--- src/rtl/cfg_chain_driver_if.sv ---
// Frame handshake and scan-chain signal bundle for cfg_chain_driver.
// CFG_CRC_EN adds the crc_out signal.
interface cfg_chain_driver_if #(
    parameter int FRAME_BITS = 18,
    parameter int IDX_W      = 4
);
    logic                  start;
    logic                  abort;
    logic [FRAME_BITS-1:0] frame_data;
    logic                  frame_valid;
    logic                  frame_ready;
    logic                  cfg_dout;
    logic                  cfg_en;
    logic                  cfg_chain_rst;
    logic [IDX_W-1:0]      frame_idx;
    logic                  busy;
    logic                  done;
    logic                  aborted;
`ifdef CFG_CRC_EN
    logic [7:0]            crc_out;

    modport master (
        output start, abort, frame_data, frame_valid,
        input  frame_ready, cfg_dout, cfg_en, cfg_chain_rst, frame_idx,
               busy, done, aborted, crc_out
    );
    modport slave (
        input  start, abort, frame_data, frame_valid,
        output frame_ready, cfg_dout, cfg_en, cfg_chain_rst, frame_idx,
               busy, done, aborted, crc_out
    );
`else
    modport master (
        output start, abort, frame_data, frame_valid,
        input  frame_ready, cfg_dout, cfg_en, cfg_chain_rst, frame_idx,
               busy, done, aborted
    );
    modport slave (
        input  start, abort, frame_data, frame_valid,
        output frame_ready, cfg_dout, cfg_en, cfg_chain_rst, frame_idx,
               busy, done, aborted
    );
`endif
endinterface

--- src/rtl/cfg_chain_driver.sv ---
// Serial loader for the fabric configuration chain: clears it, then shifts NUM_FRAMES
// frames MSB-first. Optional CRC-8 of the shifted stream under macro CFG_CRC_EN.
module cfg_chain_driver #(
    parameter int FRAME_BITS = 18,
    parameter int NUM_FRAMES = 9,
    parameter int IDX_W      = 4,
    parameter int BIT_W      = 5
) (
    input  logic              clk,
    input  logic              reset,
    cfg_chain_driver_if.slave bus
);

    typedef enum logic [2:0] {
        S_IDLE,
        S_CLEAR,
        S_LOAD,
        S_SHIFT,
        S_FINISH
    } state_t;

    localparam logic [BIT_W-1:0] LAST_BIT   = BIT_W'(FRAME_BITS - 1);
    localparam logic [IDX_W-1:0] LAST_FRAME = IDX_W'(NUM_FRAMES - 1);

    state_t                r_state, w_state_nxt;
    logic [FRAME_BITS-1:0] r_shreg, w_shreg_nxt;
    logic [BIT_W-1:0]      r_bitcnt, w_bitcnt_nxt;
    logic [IDX_W-1:0]      r_idx, w_idx_nxt;
    logic                  r_ready, w_ready_nxt;
    logic                  r_dout, w_dout_nxt;
    logic                  r_en, w_en_nxt;
    logic                  r_crst, w_crst_nxt;
    logic                  r_busy, w_busy_nxt;
    logic                  r_done, w_done_nxt;
    logic                  r_aborted, w_aborted_nxt;

    // Outputs are computed for the next state so every port comes straight from a flop.
    always_comb begin
        w_state_nxt   = r_state;
        w_shreg_nxt   = r_shreg;
        w_bitcnt_nxt  = r_bitcnt;
        w_idx_nxt     = r_idx;
        w_ready_nxt   = 1'b0;
        w_dout_nxt    = 1'b0;
        w_en_nxt      = 1'b0;
        w_crst_nxt    = 1'b0;
        w_busy_nxt    = 1'b1;
        w_done_nxt    = 1'b0;
        w_aborted_nxt = 1'b0;

        unique case (r_state)
            S_IDLE: begin
                w_idx_nxt = '0;
                if (bus.start) begin
                    w_state_nxt = S_CLEAR;
                    w_crst_nxt  = 1'b1;
                end else begin
                    w_busy_nxt  = 1'b0;
                end
            end
            S_CLEAR: begin
                w_state_nxt = S_LOAD;
                w_ready_nxt = 1'b1;
                w_idx_nxt   = '0;
            end
            S_LOAD: begin
                if (bus.frame_valid && r_ready) begin
                    w_state_nxt  = S_SHIFT;
                    w_en_nxt     = 1'b1;
                    w_dout_nxt   = bus.frame_data[FRAME_BITS-1];
                    w_shreg_nxt  = bus.frame_data << 1;
                    w_bitcnt_nxt = '0;
                end else begin
                    w_ready_nxt  = 1'b1;
                end
            end
            S_SHIFT: begin
                if (r_bitcnt == LAST_BIT) begin
                    if (r_idx == LAST_FRAME) begin
                        w_state_nxt = S_FINISH;
                        w_done_nxt  = 1'b1;
                    end else begin
                        w_state_nxt = S_LOAD;
                        w_ready_nxt = 1'b1;
                        w_idx_nxt   = r_idx + IDX_W'(1);
                    end
                end else begin
                    w_en_nxt     = 1'b1;
                    w_dout_nxt   = r_shreg[FRAME_BITS-1];
                    w_shreg_nxt  = r_shreg << 1;
                    w_bitcnt_nxt = r_bitcnt + BIT_W'(1);
                end
            end
            S_FINISH: begin
                w_state_nxt = S_IDLE;
                w_busy_nxt  = 1'b0;
                w_idx_nxt   = '0;
            end
            default: begin
                w_state_nxt = S_IDLE;
                w_busy_nxt  = 1'b0;
            end
        endcase

        // Abort overrides whatever the active state decided, including handshake and completion.
        if (bus.abort && (r_state == S_CLEAR || r_state == S_LOAD || r_state == S_SHIFT)) begin
            w_state_nxt   = S_IDLE;
            w_ready_nxt   = 1'b0;
            w_dout_nxt    = 1'b0;
            w_en_nxt      = 1'b0;
            w_crst_nxt    = 1'b0;
            w_busy_nxt    = 1'b0;
            w_done_nxt    = 1'b0;
            w_aborted_nxt = 1'b1;
            w_idx_nxt     = '0;
        end
    end

    always_ff @(posedge clk) begin
        if (reset) begin
            r_state   <= S_IDLE;
            r_shreg   <= '0;
            r_bitcnt  <= '0;
            r_idx     <= '0;
            r_ready   <= 1'b0;
            r_dout    <= 1'b0;
            r_en      <= 1'b0;
            r_crst    <= 1'b0;
            r_busy    <= 1'b0;
            r_done    <= 1'b0;
            r_aborted <= 1'b0;
        end else begin
            r_state   <= w_state_nxt;
            r_shreg   <= w_shreg_nxt;
            r_bitcnt  <= w_bitcnt_nxt;
            r_idx     <= w_idx_nxt;
            r_ready   <= w_ready_nxt;
            r_dout    <= w_dout_nxt;
            r_en      <= w_en_nxt;
            r_crst    <= w_crst_nxt;
            r_busy    <= w_busy_nxt;
            r_done    <= w_done_nxt;
            r_aborted <= w_aborted_nxt;
        end
    end

    assign bus.frame_ready   = r_ready;
    assign bus.cfg_dout      = r_dout;
    assign bus.cfg_en        = r_en;
    assign bus.cfg_chain_rst = r_crst;
    assign bus.frame_idx     = r_idx;
    assign bus.busy          = r_busy;
    assign bus.done          = r_done;
    assign bus.aborted       = r_aborted;

`ifdef CFG_CRC_EN
    logic [7:0] r_crc;
    logic [7:0] w_crc_step;

    // CRC-8 (x^8+x^2+x+1) folds in the bit currently presented to the chain.
    always_comb begin
        w_crc_step = {r_crc[6:0], 1'b0};
        if (r_crc[7] ^ r_dout) begin
            w_crc_step = w_crc_step ^ 8'h07;
        end
    end

    always_ff @(posedge clk) begin
        if (reset) begin
            r_crc <= '0;
        end else if (w_state_nxt == S_CLEAR) begin
            r_crc <= '0;
        end else if (r_en) begin
            r_crc <= w_crc_step;
        end
    end

    assign bus.crc_out = r_crc;
`endif

endmodule

--- src/flat_wrapper.sv ---
// flat-port wrapper written by rule: the top's interface ports become plain ports
module cfg_chain_driver_flat 
#(
    parameter int FRAME_BITS = 18,
    parameter int NUM_FRAMES = 9,
    parameter int IDX_W      = 4,
    parameter int BIT_W      = 5
)
  (clk, reset, bus_start, bus_abort, bus_frame_data, bus_frame_valid, bus_frame_ready, bus_cfg_dout, bus_cfg_en, bus_cfg_chain_rst, bus_frame_idx, bus_busy, bus_done, bus_aborted);
  cfg_chain_driver_if #(.FRAME_BITS(FRAME_BITS), .IDX_W(IDX_W)) bus_i ();
  input  logic clk;
  input  logic reset;
  input wire logic [$bits(bus_i.start)-1:0] bus_start;
  input wire logic [$bits(bus_i.abort)-1:0] bus_abort;
  input wire logic [$bits(bus_i.frame_data)-1:0] bus_frame_data;
  input wire logic [$bits(bus_i.frame_valid)-1:0] bus_frame_valid;
  output wire logic [$bits(bus_i.frame_ready)-1:0] bus_frame_ready;
  output wire logic [$bits(bus_i.cfg_dout)-1:0] bus_cfg_dout;
  output wire logic [$bits(bus_i.cfg_en)-1:0] bus_cfg_en;
  output wire logic [$bits(bus_i.cfg_chain_rst)-1:0] bus_cfg_chain_rst;
  output wire logic [$bits(bus_i.frame_idx)-1:0] bus_frame_idx;
  output wire logic [$bits(bus_i.busy)-1:0] bus_busy;
  output wire logic [$bits(bus_i.done)-1:0] bus_done;
  output wire logic [$bits(bus_i.aborted)-1:0] bus_aborted;
  assign bus_i.start = bus_start;
  assign bus_i.abort = bus_abort;
  assign bus_i.frame_data = bus_frame_data;
  assign bus_i.frame_valid = bus_frame_valid;
  assign bus_frame_ready = bus_i.frame_ready;
  assign bus_cfg_dout = bus_i.cfg_dout;
  assign bus_cfg_en = bus_i.cfg_en;
  assign bus_cfg_chain_rst = bus_i.cfg_chain_rst;
  assign bus_frame_idx = bus_i.frame_idx;
  assign bus_busy = bus_i.busy;
  assign bus_done = bus_i.done;
  assign bus_aborted = bus_i.aborted;
  cfg_chain_driver #(.FRAME_BITS(FRAME_BITS), .NUM_FRAMES(NUM_FRAMES), .IDX_W(IDX_W), .BIT_W(BIT_W)) u_core (.clk(clk), .reset(reset), .bus(bus_i));
endmodule
--- config.mk ---
export PLATFORM = sky130hd
export DESIGN_NAME = cfg_chain_driver_flat
export DESIGN_NICKNAME = d
export VERILOG_FILES = /design/src/rtl/cfg_chain_driver_if.sv /design/src/rtl/cfg_chain_driver.sv /design/src/flat_wrapper.sv
export SDC_FILE = /design/constraint.sdc
export NUM_CORES = 1
export LEC_CHECK = 0
export CORE_MARGIN = 10
export CORE_UTILIZATION = 46
export CTS_CLUSTER_DIAMETER = 50
export DETAILED_ROUTE_END_ITERATION = 7
export PLACE_DENSITY = 0.75
export SYNTH_ARGS = -nofsm -noshare
export SYNTH_HDL_FRONTEND = slang
export SYNTH_SLANG_ARGS = --single-unit
--- constraint.sdc ---
create_clock -name clk -period 1.69 [get_ports clk]
set_clock_uncertainty 0.15 [all_clocks]
set_input_delay 0.169 -clock clk [delete_from_list [all_inputs] [get_ports clk]]
set_output_delay 0.169 -clock clk [all_outputs]
set_load 0.02 [all_outputs]
== Word level (Yosys, flattened, before mapping) ==
Index checks and enable logic that the tools add are counted.
Storage, ports and cells
  bits in registers: 37
  latch bits: 0
  memory bits (writable): 0
  memory bits (read-only): 0
  output and inout bits: 11
  word-level logic and storage cells: 70
  memories: 0
Operators by class
  add/sub/neg operators: 2
  multipliers: 0
  divide/modulo/power cells: 0
  $lt $le $gt $ge: 0
  equality and inequality tests: 11
  shift-type cells: 0
  mux-type cells: 28
  bitwise logic cells: 3
  reductions and logical operators: 15
Operator list (number)
  18-bit two-way mux: 2
  18-bit one-hot mux with 2 select lines: 1
  3-bit two-way mux: 4
  3-bit one-hot mux with 4 select lines: 1
  1-bit two-way mux: 10
  5-bit two-way mux: 2
  5-bit one-hot mux with 2 select lines: 1
  3-bit AND reduction: 3
  3-bit OR reduction: 3
  4-bit two-way mux: 2
  4-bit one-hot mux with 2 select lines: 1
  3-bit by 2-bit equality test with 1-bit output (second input constant): 2
  2-bit != test (second input constant): 3
  1-bit one-hot mux with 2 select lines: 3
  5-bit by 1-bit adder with 5-bit output (second input constant): 1
  5-bit equality test (second input constant): 1
  4-bit by 1-bit adder with 4-bit output (second input constant): 1
  4-bit equality test (second input constant): 1
  2-bit by 1-bit != test with 1-bit output (second input constant): 2
  2-bit nonzero test: 2
  4-bit OR reduction: 1
  3-bit by 1-bit equality test with 1-bit output (second input constant): 1
  3-bit equality test (second input constant): 1
  3-bit zero test: 1
  other kinds (5): 9

== Longest topological paths before layout ==
Gate-level depths: netlist of run 1.
  word-level depth: 5
  depth in mapped cells: 8
  mapped depth without buffers: 6

== Least setup slack after synthesis of run 1 ==
Ideal clock, no wire load.
  path type: register to register
  start: register u_core.r_bitcnt[1]
  end: register u_core.r_shreg[16]
  data arrival time: 1.551 ns
  data required time: 1.407 ns
  slack: -0.144 ns
  stages on the path, launching flop included: 9
  cells stage by stage: dfxtp_1 > inv_1 > ha_1 > nor4bb_1 > buf_4 > mux2_2 > nor2_1 > buf_4 > a311oi_1
Between the ends
  word-level cells in the longest chain between the ends: 3
RTL lines
  from (decl): RTL line cfg_chain_driver.sv:27  | logic [BIT_W-1:0] r_bitcnt, w_bitcnt_nxt;
  from (signal assigned): RTL line cfg_chain_driver.sv:135  | r_bitcnt <= w_bitcnt_nxt;
  5-bit equality test: RTL line cfg_chain_driver.sv:78  | if (r_bitcnt == LAST_BIT) begin
  2-bit != test (no line)
  3-bit AND reduction (no line)
  to (signal assigned): RTL line cfg_chain_driver.sv:134  | r_shreg <= w_shreg_nxt;
  to (decl): RTL line cfg_chain_driver.sv:26  | logic [FRAME_BITS-1:0] r_shreg, w_shreg_nxt;
No other way between the ends.
A chain may end at the register's enable or synchronous reset.

== Final worst setup path of run 1 ==
  start: register u_core.r_bitcnt[1]
  end: register u_core.r_bitcnt[2]
Between the ends
  word-level cells in the longest chain between the ends: 3
  elaborated cells on any way between the ends: 6
  classes of those cells: 1 x add/sub; 2 x eq/ne; 2 x mux; 1 x reduce/logical
RTL lines (RTL line)
  5-bit by 1-bit adder with 5-bit output or 5-bit equality test (tied branches): cfg_chain_driver.sv:91, cfg_chain_driver.sv:78
  5-bit two-way mux or 2-bit != test (tied branches)
  5-bit one-hot mux with 2 select lines or 3-bit AND reduction (tied branches)
Several ways; a longest one is shown, not always the timed one. The select of a mux whose other input is x is not followed.

==> results of run 1 <==
## timing repair
action / 4_1_cts / 5_1_grt
gates resized for setup: 6 / 22
setup endpoints to repair: 30 / 35
pin swaps: 0 / 4
setup buffers: 0 / 2
cloned: 0 / 0
## metrics by stage
step	power, mW	utilization [%]	hold WS [ns]
after detailed placement	1.236	63.40	0.3205
final	1.820	69.32	0.2910
after global routing	1.891	69.32	0.3113
after floorplan	1.084	-	0.1431
after global placement	1.232	63.40	0.3101
after CTS	1.811	66.49	0.2944
## final cells by class
cell class,count,area (µm²),area share [%]
clock inverter,1,5.005,0.1987
tap,48,60.06,2.384
timing repair buffer,61,631.9,25.09
multi-input combinational,145,997.2,39.59
inverter,6,22.52,0.8942
sequential,36,729.5,28.96
clock buffer,6,72.57,2.881
## placed cells by master (no fill, tap or decap), drive strengths merged, types with 3 or more instances in the layout
cell	instances
a21oi	22
a311oi	19
buf	28
clkbuf	6
clkdlybuf4s50	31
dfxtp	36
ha	4
inv	6
nand2	41
nand2b	4
nand3	3
nor2	12
nor2b	3
nor3	5
o21ai	4
## where the power goes
group	leakage (nW)	total, mW	switching, mW	internal, mW
sequential	0.294	0.901	0.0231	0.878
clock	0.0410	0.575	0.295	0.280
combinational	0.600	0.344	0.161	0.183
total	0.936	1.82	0.480	1.34
## registers in the layout, indices dropped and copies added (netlist names)
name	cells
u_core.bus.aborted	1
u_core.bus.busy	1
u_core.bus.cfg_chain_rst	1
u_core.bus.cfg_dout	1
u_core.bus.cfg_en	1
u_core.bus.done	1
u_core.bus.frame_idx	4
u_core.bus.frame_ready	1
u_core.r_bitcnt	5
u_core.r_shreg	17
u_core.r_state	3
## logic make-up after synthesis
family	synth area share, %
simple gates	22.92
buf+inv	6.350
mux	2.555
fa+ha+maj	2.920
flops	42.04
compound gates	23.21
## metal layers
layer | global-route usage (%) | up-vias | part of all wire (%)
met1 | 16.39 | 799 | 45
met3 | 4.084 | 12 | 5.9
met5 | 0 | - | 0
li1 | - | 840 | -
met4 | 5.363 | 0 | 2.8
met2 | 21.42 | 52 | 47
## worst reg2reg max path: stages (launching register included)
cell	delay, ns
dfxtp_2	0.32
inv_2	0.07
ha_4	0.12
nor4bb_4	0.17
buf_4	0.18
mux2i_4	0.09
buf_4	0.15
a311oi_1	0.35
a21o_1	0.13
## how the worst min path moves through the flow
stage / startpoint / endpoint / slack, ns / cells past startpoint
floorplan: bus_start / u_core.bus.busy$_SDFF_PP0_ / 0.14 / 1
finish: bus_frame_data[0] / u_core.r_shreg[1]$_SDFFE_PP0P_ / 0.29 / 3
detailed placement: u_core.r_bitcnt[4]$_SDFFE_PP0P_ / u_core.r_bitcnt[4]$_SDFFE_PP0P_ / 0.32 / 1
global route: bus_frame_data[15] / u_core.r_shreg[16]$_SDFFE_PP0P_ / 0.31 / 3
global placement: u_core.r_shreg[13]$_SDFFE_PP0P_ / u_core.r_shreg[14]$_SDFFE_PP0P_ / 0.31 / 2
CTS: bus_frame_data[0] / u_core.r_shreg[1]$_SDFFE_PP0P_ / 0.29 / 3
==> results.toml, run 1 <==
[setup_path]
critical-path-top-delay-family = "compound AO/OA/AOI/OAI gates"
arrival_ns = 1.87
cp.buffers_inverters = 3
path_depth = 8
r2r_end = "u_core.r_bitcnt[2]$_SDFFE_PP0P_"
endpoint = "u_core.r_bitcnt[2]$_SDFFE_PP0P_"
ff2ff_path_depth = 8
crit_path_start = "u_core.r_bitcnt[1]$_SDFFE_PP0P_"
crit_required_ns = 1.78
critical_path_class = "reg2reg"
worst_setup_path_start_kind = "flop"
cp_common_cell = "buf_4"
critPathMaxFanout = 4
crit_chain = "inv_2, ha_4, nor4bb_4, buf_4, mux2i_4, buf_4, a311oi_1, a21o_1"
rr_startpoint = "u_core.r_bitcnt[1]$_SDFFE_PP0P_"
rrSetupSlack_ns = -0.09
cpPeakStageDelay_ns = 0.35
critPathSlowestCell = "a311oi_1"
end_kind = "flop"

[placement]
post_dp_cell_area_um2 = 2303
gp_congestion = 0.8434
placedCellCount = 294
portBuffers = 33
pre_cts_slack_ns = -0.1515
place_hpwl_um = 3005

[clock_network]
clkSinkCount = 36
clk_pin_slew_worst_paths_ns = 0.07
numCtsBuffers = 5
ctsRootBufferMaster = "clkbuf_8"
htree_levels = 2
cts_hold_buf = 0
cts_tree = "done"
clock_latency_ns = 0.29
clockBufferDepth = 2

[timing]
rsz0062_at_grt = "true"
post-route-period-util_pct = 105.4
max-slew-margin-rel_pct = 71.42
hold_viol_final = 0
fin_crit_ns = 1.782
worst_slack_ns = -0.09200
fmax_ghz = 0.5612
report.final.setup_viol = 23
worstMarginPinSlew_ns = 0.4228
drv_slew = 0
setup_tns_ns = -0.9341

[logic_synthesis]
ys_dominant_reg_cell = "dfxtp_1"
yosys-top-cells-count = "41 x nand2_1, 36 x dfxtp_1, 21 x a21oi_1"
synthesis.area_um2 = 1714
synth_area_leader_cell = "dfxtp_1"
synth_top_area_share_pct = 42.04
yosysMostFrequentCell = "nand2_1"
async_flop_share_pct = 0
syn_inst = 202
syn_avg_cell_area_um2 = 8.486
synth_edf_count = 0
synth_seq_area_share_pct = 42.04
syn-num-nets = 229
synth.distinct_cells = 40
ys_seq_elements = 36
synth_area_leaders = "dfxtp_1 42%, a311oi_1 9.7%, nand2_1 9.0%"
yosysWarningCount = 0

[global_route]
grt_max_degree = 27
track_usage_pct = 13.37
grt.overflow.total = 0
antenna_found_initial = 0
grt_pass1_vias = 1594
grt_pass1_wl_um = 7113

[layout]
stdcell_area_um2 = 2519
filler_cell_count = 283
final_nets = 282
drive_gt1_share_pct = 23.92
area_delta_synth_final_pct = 46.93
n_antenna_cell = 0
finalNonFillerCells = 303

[status]
violations = "negative setup slack"
outcome = "finished, violations left"

[floorplan]
ios = 34
dieHeight_um = 81.05
core-area_um2 = 3633
start_util_pct = 47.18
fp.dieArea_um2 = 6568
die_w_um = 81.05
rows = 22

[detailed_routing]
dr.pass1.iters = 4
via_count = 1703
wl_per_cell_um = 14.96
drt-total-wl_um = 4534
viasPerCell = 5.620
ant_nets = 0
drt-initial-drc-count = 157
drc_errors = 0

[power_and_ir_drop]
p_leak_nw = 0.9357
cellPowerDensity_nw_per_um2 = 722.7
ir_drop_mv = 0.5229

[worst_hold_path]
hold_path.class = "in2reg"

[flow_run]
drv_cap = 0
Power figures use the tool's default switching activity.
==> inputs of run 2 (changes only) <==
--- a/config.mk
+++ b/config.mk
@@ -9,6 +9,7 @@
 export CORE_UTILIZATION = 46
 export CTS_CLUSTER_DIAMETER = 50
 export DETAILED_ROUTE_END_ITERATION = 7
+export HOLD_SLACK_MARGIN = 0.03
 export PLACE_DENSITY = 0.75
 export SYNTH_ARGS = -nofsm -noshare
 export SYNTH_HDL_FRONTEND = slang
==> results of run 2 <==
No change in the layout: final DEF, timing and power equal those of run 1.
